<file path="src/rtl/mux4_scan_sequencer_if.sv">
// mux4_scan_sequencer_if: control, mux select/capture and sample-stream signals of the scan sequencer
interface mux4_scan_sequencer_if #(parameter int DWELL_W = 4);
    logic               start;
    logic               stop;
    logic [3:0]         chan_en;
    logic [DWELL_W-1:0] dwell;
    logic               mux_out;
    logic               s1;
    logic               s0;
    logic [3:0]         sample_data;
    logic [1:0]         sample_chan;
    logic               sample_valid;
    logic               scan_done;
    logic               busy;
    modport master (
        output start, stop, chan_en, dwell, mux_out,
        input  s1, s0, sample_data, sample_chan, sample_valid, scan_done, busy
    );
    modport slave (
        input  start, stop, chan_en, dwell, mux_out,
        output s1, s0, sample_data, sample_chan, sample_valid, scan_done, busy
    );
endinterface

</file>
<file path="src/rtl/mux4_scan_sequencer.sv">
// mux4_scan_sequencer: round-robin 4:1 mux scanner with programmable dwell and registered snapshot
module mux4_scan_sequencer #(
    parameter int DWELL_W = 4
) (
    input logic                    clk,
    input logic                    rst_n,
    mux4_scan_sequencer_if.slave   bus
);
    typedef enum logic [1:0] {IDLE, SETTLE, DWELL} state_t;
    state_t             state_q;
    logic [1:0]         sel_q;
    logic [1:0]         chan_q;
    logic [3:0]         data_q;
    logic               valid_q;
    logic               done_q;
    logic               busy_q;
    logic               pend_q;
    logic [DWELL_W-1:0] d_q;
    logic [DWELL_W-1:0] cnt_q;
    logic [3:0]         above;
    logic [1:0]         first_ch;
    logic [1:0]         next_ch;
    logic               last_ch;
    logic               halt;

    function automatic logic [1:0] lowest(input logic [3:0] m);
        return m[0] ? 2'd0 : m[1] ? 2'd1 : m[2] ? 2'd2 : 2'd3;
    endfunction

    // enabled channels strictly above the current one decide both wrap and scan_done
    assign above    = bus.chan_en & (4'b1110 << sel_q);
    assign first_ch = lowest(bus.chan_en);
    assign next_ch  = |above ? lowest(above) : first_ch;
    assign last_ch  = ~|above;
    assign halt     = pend_q | bus.stop | ~|bus.chan_en;

    always_ff @(posedge clk or negedge rst_n) begin
        if (!rst_n) begin
            state_q <= IDLE;
            sel_q   <= '0;
            chan_q  <= '0;
            data_q  <= '0;
            valid_q <= 1'b0;
            done_q  <= 1'b0;
            busy_q  <= 1'b0;
            pend_q  <= 1'b0;
            d_q     <= DWELL_W'(1);
            cnt_q   <= '0;
        end else begin
            valid_q <= 1'b0;
            done_q  <= 1'b0;
            case (state_q)
                IDLE: begin
                    if (bus.start && !bus.stop && |bus.chan_en) begin
                        d_q     <= (bus.dwell == '0) ? DWELL_W'(1) : bus.dwell;
                        sel_q   <= first_ch;
                        busy_q  <= 1'b1;
                        state_q <= SETTLE;
                    end
                end
                SETTLE: begin
                    pend_q  <= pend_q | bus.stop;
                    cnt_q   <= d_q;
                    state_q <= DWELL;
                end
                DWELL: begin
                    if (cnt_q != DWELL_W'(1)) begin
                        pend_q <= pend_q | bus.stop;
                        cnt_q  <= cnt_q - 1'b1;
                    end else begin
                        data_q[sel_q] <= bus.mux_out;
                        chan_q        <= sel_q;
                        valid_q       <= 1'b1;
                        done_q        <= last_ch;
                        // a stop seen on the capture edge itself still ends the scan here
                        if (halt) begin
                            busy_q  <= 1'b0;
                            pend_q  <= 1'b0;
                            state_q <= IDLE;
                        end else begin
                            sel_q   <= next_ch;
                            state_q <= SETTLE;
                        end
                    end
                end
                default: state_q <= IDLE;
            endcase
        end
    end

    assign bus.s1           = sel_q[1];
    assign bus.s0           = sel_q[0];
    assign bus.sample_data  = data_q;
    assign bus.sample_chan  = chan_q;
    assign bus.sample_valid = valid_q;
    assign bus.scan_done    = done_q;
    assign bus.busy         = busy_q;
endmodule

</file>
<file path="src/flat_wrapper.sv">
// flat-port wrapper written by rule: the top's interface ports become plain ports
module mux4_scan_sequencer_flat 
#(
    parameter int DWELL_W = 4
)
  (clk, rst_n, bus_start, bus_stop, bus_chan_en, bus_dwell, bus_mux_out, bus_s1, bus_s0, bus_sample_data, bus_sample_chan, bus_sample_valid, bus_scan_done, bus_busy);
  mux4_scan_sequencer_if #(.DWELL_W(DWELL_W)) bus_i ();
  input logic clk;
  input logic rst_n;
  input wire logic [$bits(bus_i.start)-1:0] bus_start;
  input wire logic [$bits(bus_i.stop)-1:0] bus_stop;
  input wire logic [$bits(bus_i.chan_en)-1:0] bus_chan_en;
  input wire logic [$bits(bus_i.dwell)-1:0] bus_dwell;
  input wire logic [$bits(bus_i.mux_out)-1:0] bus_mux_out;
  output wire logic [$bits(bus_i.s1)-1:0] bus_s1;
  output wire logic [$bits(bus_i.s0)-1:0] bus_s0;
  output wire logic [$bits(bus_i.sample_data)-1:0] bus_sample_data;
  output wire logic [$bits(bus_i.sample_chan)-1:0] bus_sample_chan;
  output wire logic [$bits(bus_i.sample_valid)-1:0] bus_sample_valid;
  output wire logic [$bits(bus_i.scan_done)-1:0] bus_scan_done;
  output wire logic [$bits(bus_i.busy)-1:0] bus_busy;
  assign bus_i.start = bus_start;
  assign bus_i.stop = bus_stop;
  assign bus_i.chan_en = bus_chan_en;
  assign bus_i.dwell = bus_dwell;
  assign bus_i.mux_out = bus_mux_out;
  assign bus_s1 = bus_i.s1;
  assign bus_s0 = bus_i.s0;
  assign bus_sample_data = bus_i.sample_data;
  assign bus_sample_chan = bus_i.sample_chan;
  assign bus_sample_valid = bus_i.sample_valid;
  assign bus_scan_done = bus_i.scan_done;
  assign bus_busy = bus_i.busy;
  mux4_scan_sequencer #(.DWELL_W(DWELL_W)) u_core (.clk(clk), .rst_n(rst_n), .bus(bus_i));
endmodule
</file>
<file path="config.mk">
export PLATFORM = sky130hd
export DESIGN_NAME = mux4_scan_sequencer_flat
export DESIGN_NICKNAME = d
export VERILOG_FILES = /design/src/rtl/mux4_scan_sequencer_if.sv /design/src/rtl/mux4_scan_sequencer.sv /design/src/flat_wrapper.sv
export SDC_FILE = /design/constraint.sdc
export NUM_CORES = 1
export LEC_CHECK = 0
export ABC_AREA = 1
export CAP_MARGIN = 10
export CORE_MARGIN = 2
export CORE_UTILIZATION = 40
export DETAILED_ROUTE_END_ITERATION = 7
export GPL_TIMING_DRIVEN = 0
export PLACE_DENSITY_LB_ADDON = 0.2
export SLEW_MARGIN = 20
export SYNTH_ARGS = -nofsm -noshare
export SYNTH_HDL_FRONTEND = slang
export SYNTH_SLANG_ARGS = --single-unit
</file>
<file path="constraint.sdc">
create_clock -name clk -period 3.86 [get_ports clk]
set_input_delay 0.772 -clock clk [delete_from_list [all_inputs] [get_ports clk]]
set_output_delay 0.772 -clock clk [all_outputs]
set_load 0.02 [all_outputs]
</file>
* Word-level counts from Yosys, hierarchy flattened *
Index checks and enable logic that the tools add are counted.

storage, ports and cells
  bits in registers = 22
  latch bits = 0
  bits in writable memories = 0
  bits in read-only memories = 0
  bits of input ports = 13
  output and inout port bits = 11
  logic and storage cells = 77
  memories kept = 0

operators by class
  add/sub/neg operators = 1
  multipliers = 0
  divide/modulo/power cells = 0
  order comparisons = 2
  equal/unequal tests = 9
  shifts and indexed selects = 1
  muxes and demuxes = 31
  bitwise logic cells = 4
  reduce and logical (&&, ||, !) cells = 19

operator list
  kind                                                                   number
  2-bit two-way mux                                                      10
  1-bit two-way mux                                                      12
  2-bit AND reduction                                                    5
  4-bit two-way mux                                                      2
  4-bit case mux with 2 select lines                                     1
  4-bit AND reduction                                                    2
  4-bit OR reduction                                                     2
  2-bit by 1-bit != test with 1-bit output (second input constant)       3
  2-bit case mux with 3 select lines                                     1
  4-bit bitwise AND                                                      1
  4-bit bitwise mux                                                      1
  4-bit logical NOT                                                      1
  2-bit != test (second input constant)                                  2
  4-bit by 1-bit != test with 1-bit output (second input constant)       1
  1-bit case mux with 2 select lines                                     2
  2-bit case mux with 2 select lines                                     1
  2-bit nonzero test                                                     2
  4-bit by 2-bit << shifter with 4-bit output (first input constant)     1
  4-bit by 1-bit subtractor with 4-bit output (second input constant)    1
  1-bit logical AND                                                      3
  1-bit logical NOT                                                      3
  2-bit by 3-bit < comparator with 1-bit output (second input constant)  1
  3-bit by 1-bit != test with 1-bit output (second input constant)       1
  1-bit demux with 2-bit select                                          1
  6 further kinds                                                        7

* Depth between registers and ports, before layout *
  depth in word-level cells = 9
  depth in mapped cells = 9
  depth with buffers taken out = 9

* Worst setup path before layout *
No wires, ideal clock.

  path type = input-to-reg
  start point = input bus_start
  end point = register u_core.sel_q[1]
  setup time = 0.123 ns
  arrival time = 1.328 ns
  data required time = 3.737 ns
  slack = 2.409 ns
  stages on the path = 7
  buffers on the path = 0
  path through = inv_1 > nor2_2 > nand3_4 > nand2_4 > nand3_2 > nand2_1 > o21ai_1

on the way
  cells in the longest elaborated chain, start to end = 4

ends and longest elaborated chain
  item                                                       RTL line                   RTL
  from (decl)                                                flat_wrapper.sv:10         input wire logic [$bits(bus_i.start)-1:0] bus_start;
  1-bit logical AND (2 in a row)                             mux4_scan_sequencer.sv:54  if (bus.start && !bus.stop && |bus.chan_en) begin
  2-bit by 1-bit != test with 1-bit output (no source line)  -
  4-bit AND reduction (no source line)                       -
  to (signal assigned)                                       mux4_scan_sequencer.sv:56  sel_q <= first_ch;
  to (signal assigned)                                       mux4_scan_sequencer.sv:81  sel_q <= next_ch;
  to (decl)                                                  mux4_scan_sequencer.sv:11  logic [1:0] sel_q;

No other way between the ends.
A chain may end at the register's enable or synchronous reset.

* Worst setup path after layout *
  start point = register u_core.sel_q[1]
  end point = output bus_s1

RTL lines
  item       RTL line            RTL
  to (decl)  flat_wrapper.sv:15  output wire logic [$bits(bus_i.s1)-1:0] bus_s1;

No word-level cell between the ends.

==> results.md <==
- Final setup TNS: 0 ps
- Most instantiated cells after synthesis: nand2_1, dfrtp_1, inv_1, o21ai_1
- Cell family with most CP delay: buffers and inverters
- Starting density of the core: 41.67%
- HPWL Detailed: 1752 um
- Power per Cell Area: 817.4 mW/mm^2
- Worst setup EP type: output pin
- Nets: 187
- Max Root-Sink Buffers: 2
- Period utilisation layout: 57.26%
- Final Skew: 13.73 ps
- Synth area leader: dfrtp_1
- Die outline height: 59.93 um
- Sequential fraction of the synthesis area: ~44%
- Crit path max fanout: 7
- Largest net degree at the start of global routing: 23
- CP Launch Type: register
- Via count: between 900 and 1,000
- Mapped cell area: 0.001251 mm^2
- Post-route DRC: 0
- Setup CP Type: register to output pin
- Syn Area/Cell: 8.937 um^2
- Number of global-route vias before repair: between 900 and 1,000
- Synth Area in Compound Gates: 13.90%
- Critical path cell sequence: clkdlybuf4s50_1
- Final Cell Area: approximately 0.0016 mm^2
- Die Wd: 59.93 um
- DRT Pass-1 Iters: 4
- Area contributors post-synth: dfrtp_1, nand2_1, ha_1, o21ai_1, inv_1
- Total gr overflow: 0
- Routability Congestion: approximately 0.8
- Root Buffer: clkbuf_4
- Initial antenna violation count: 0
- Final min period: 2210 ps
- Max Cap Violations: 0
- Antenna diodes: 0
- RSZ-0062 raised after global routing: false
- Die Area: 0.003592 mm^2
- Synth Area in XOR/XNOR: under 10%
- Post-synth cell types: 29
- Vias/cell: 4.865
- CTS sink cnt: 22
- Worst hold-check path type: input port to async pin
- Total CTS buffers: 3
- H-tree Lvls: 1
- Largest family of logic cells by synthesized area: simple AND/OR/NAND/NOR gates
- Ratio of cells with drive above 1 in the final layout: 19.76%
- Initial drt markers: 40
- Post-synthesis cell count: 140
- Antenna-violating nets left: 0
- Fin. max-slew vios: 0
- Core ar.: ~0.003 mm^2
- CP Buf/Inv Count: 1
- Syn Nets: 159
- CP Data Arrival Time: 1440 ps
- GRT Resource Usage Total: 14.66%
- Area grow syn2layout: 25.50%
- Post-Synth Adder-Cell Area: under 10%
- Final Hold Fails: 0
- Most used flip-flop cell after synthesis: dfrtp_1
- Reg-to-Reg Start: u_core.state_q[0]$_DFFE_PN0P_
- CTS tree: yes
- Hold buffer count at cts: 0
- Static Leak: ~0.74 nW
- Most instantiated library cell after synthesis: nand2_1
- Post-synth top area share: 42.00%
- Port Buffers: 23
- CTS clk-pin slew, worst paths: 140 ps
- Slew at the pin closest to its max-slew limit: around 500 ps
- Asr flop ratio synth: 100.0%
- WL final: 2213 um
- Worst Setup SP: u_core.sel_q[1]$_DFFE_PN0P_
- Num rows: 20
- Critical path's slowest cell: clkdlybuf4s50_1
- CP max stage delay: between 600 and 700 ps
- Cts repair resizes: 0
- Peak supply drop: between 0.0003 and 0.0004 V
- Wire per inst: 11.07 um
- Yosys reg bits: 22
- WP data required: about 3000 ps
- Placed instance area: 0.001523 mm^2
- Synth Area in Simple Gates: 27.10%
- # IOs: 24
- Max-slew headroom: 66.53%
- Clock Latency Late Sink: approximately 320 ps
- Final setup fails: 0
- Multiplexer share of the synthesized area: 0%
- FMAX: 0.4525 GHz
- Status: completed
- Post-CTS Setup Bufs: 0
- Synth Warn #: 0
- Global-route wire length before repair: a little under 4000 um
- EDFF count, synth: 0
-- power by group --
group          switching [mW]  internal, mW  total, mW
Clock                  0.0779         0.105      0.183
Combinational           0.393         0.295      0.688
Sequential             0.0758         0.337      0.412
Total                   0.547         0.737       1.28
-- per-stage QoR --
| step | worst slack [ps] | power, mW | hold slack [ps] | utilization, % | instances |
|---|---|---|---|---|---|
| after global placement | 1849 | 1.094 | 471.2 | 50.71 | 196 |
| after detailed placement | 1802 | 1.115 | 472.0 | 50.71 | 196 |
| after floorplan | 2409 | 0.9239 | 453.4 | - | 140 |
| final | 1650 | 1.284 | 385.7 | 52.29 | 200 |
| after CTS | 1637 | 1.298 | 502.3 | 52.46 | 200 |
| after global routing | 1560 | 1.409 | 402.6 | 52.29 | 200 |
-- per-layer routing --
| layer | track usage [%] | wire, um | share of wire (%) |
|---|---|---|---|
| met1 | 19.10 | 994 | 45 |
| met2 | 24.38 | 1060 | 48 |
| met3 | 2.597 | 126 | 5.7 |
| met4 | 5.079 | 31 | 1.4 |
| met5 | 0 | 0 | 0 |
-- cell type report --
type | instances | area (um^2)
repair buffers | 23 | 225.2
flip-flops and latches | 22 | 551.8
clock buffers | 3 | 22.52
clock inverters | 1 | 30.03
well taps | 33 | 41.29
fillers | 292 | 1433
multi-input cells | 97 | 605.6
plain buffers | 1 | 11.26
inverters | 20 | 82.58
-- logic make-up after synthesis --
| kind of cell | count (synthesis) |
|---|---|
| AOI/OAI and AO/OA | 29 |
| xor gates and xnor gates | 2 |
| adders and majority gates | 6 |
| buffers and inverters | 21 |
| DFF | 22 |
| and+or+nand+nor | 60 |
-- worst paths after layout --
check | to | slack, ps | depth (start not counted)
max in group asynchronous | u_core.d_q[0]$_DFFE_PN1P_ | 3110 | 1
max reg2reg | u_core.sel_q[0]$_DFFE_PN0P_ | 2480 | 8
min in group clk | u_core.bus.sample_chan[1]$_DFFE_PN0N_ | 500 | 2
max | bus_s1 | 1650 | 1
min | u_core.bus.sample_data[3]$_DFFE_PN0P_ | 390 | 1
min reg2reg | u_core.bus.sample_chan[1]$_DFFE_PN0N_ | 500 | 2
-- sequential cells by signal, summed over array words and instances, names as in the netlist --
name	flops
u_core.bus.scan_done	1
u_core.cnt_q	4
u_core.bus.sample_chan	2
u_core.bus.busy	1
u_core.state_q	2
u_core.bus.sample_valid	1
u_core.d_q	4
u_core.pend_q	1
u_core.bus.sample_data	4
u_core.sel_q	2
-- cell usage in the layout (no fill, tap or decap), types with 2 or more instances in the layout --
cell and n:
o21ai_1 12, ha_1 6, nor2_1 5, nand2_4 4, inv_2 2, dfrtp_1 21, clkdlybuf4s50_1 22, a31oi_1 3
xnor2_1 2, nand2_2 4, inv_1 16, nand2_1 31, nand3_1 5, a21oi_2 2, nand3_4 2, nand3_2 3
nor2_2 4, clkbuf_4 3, o21ai_0 6
No activity file was read; power rests on OpenSTA's default activity.
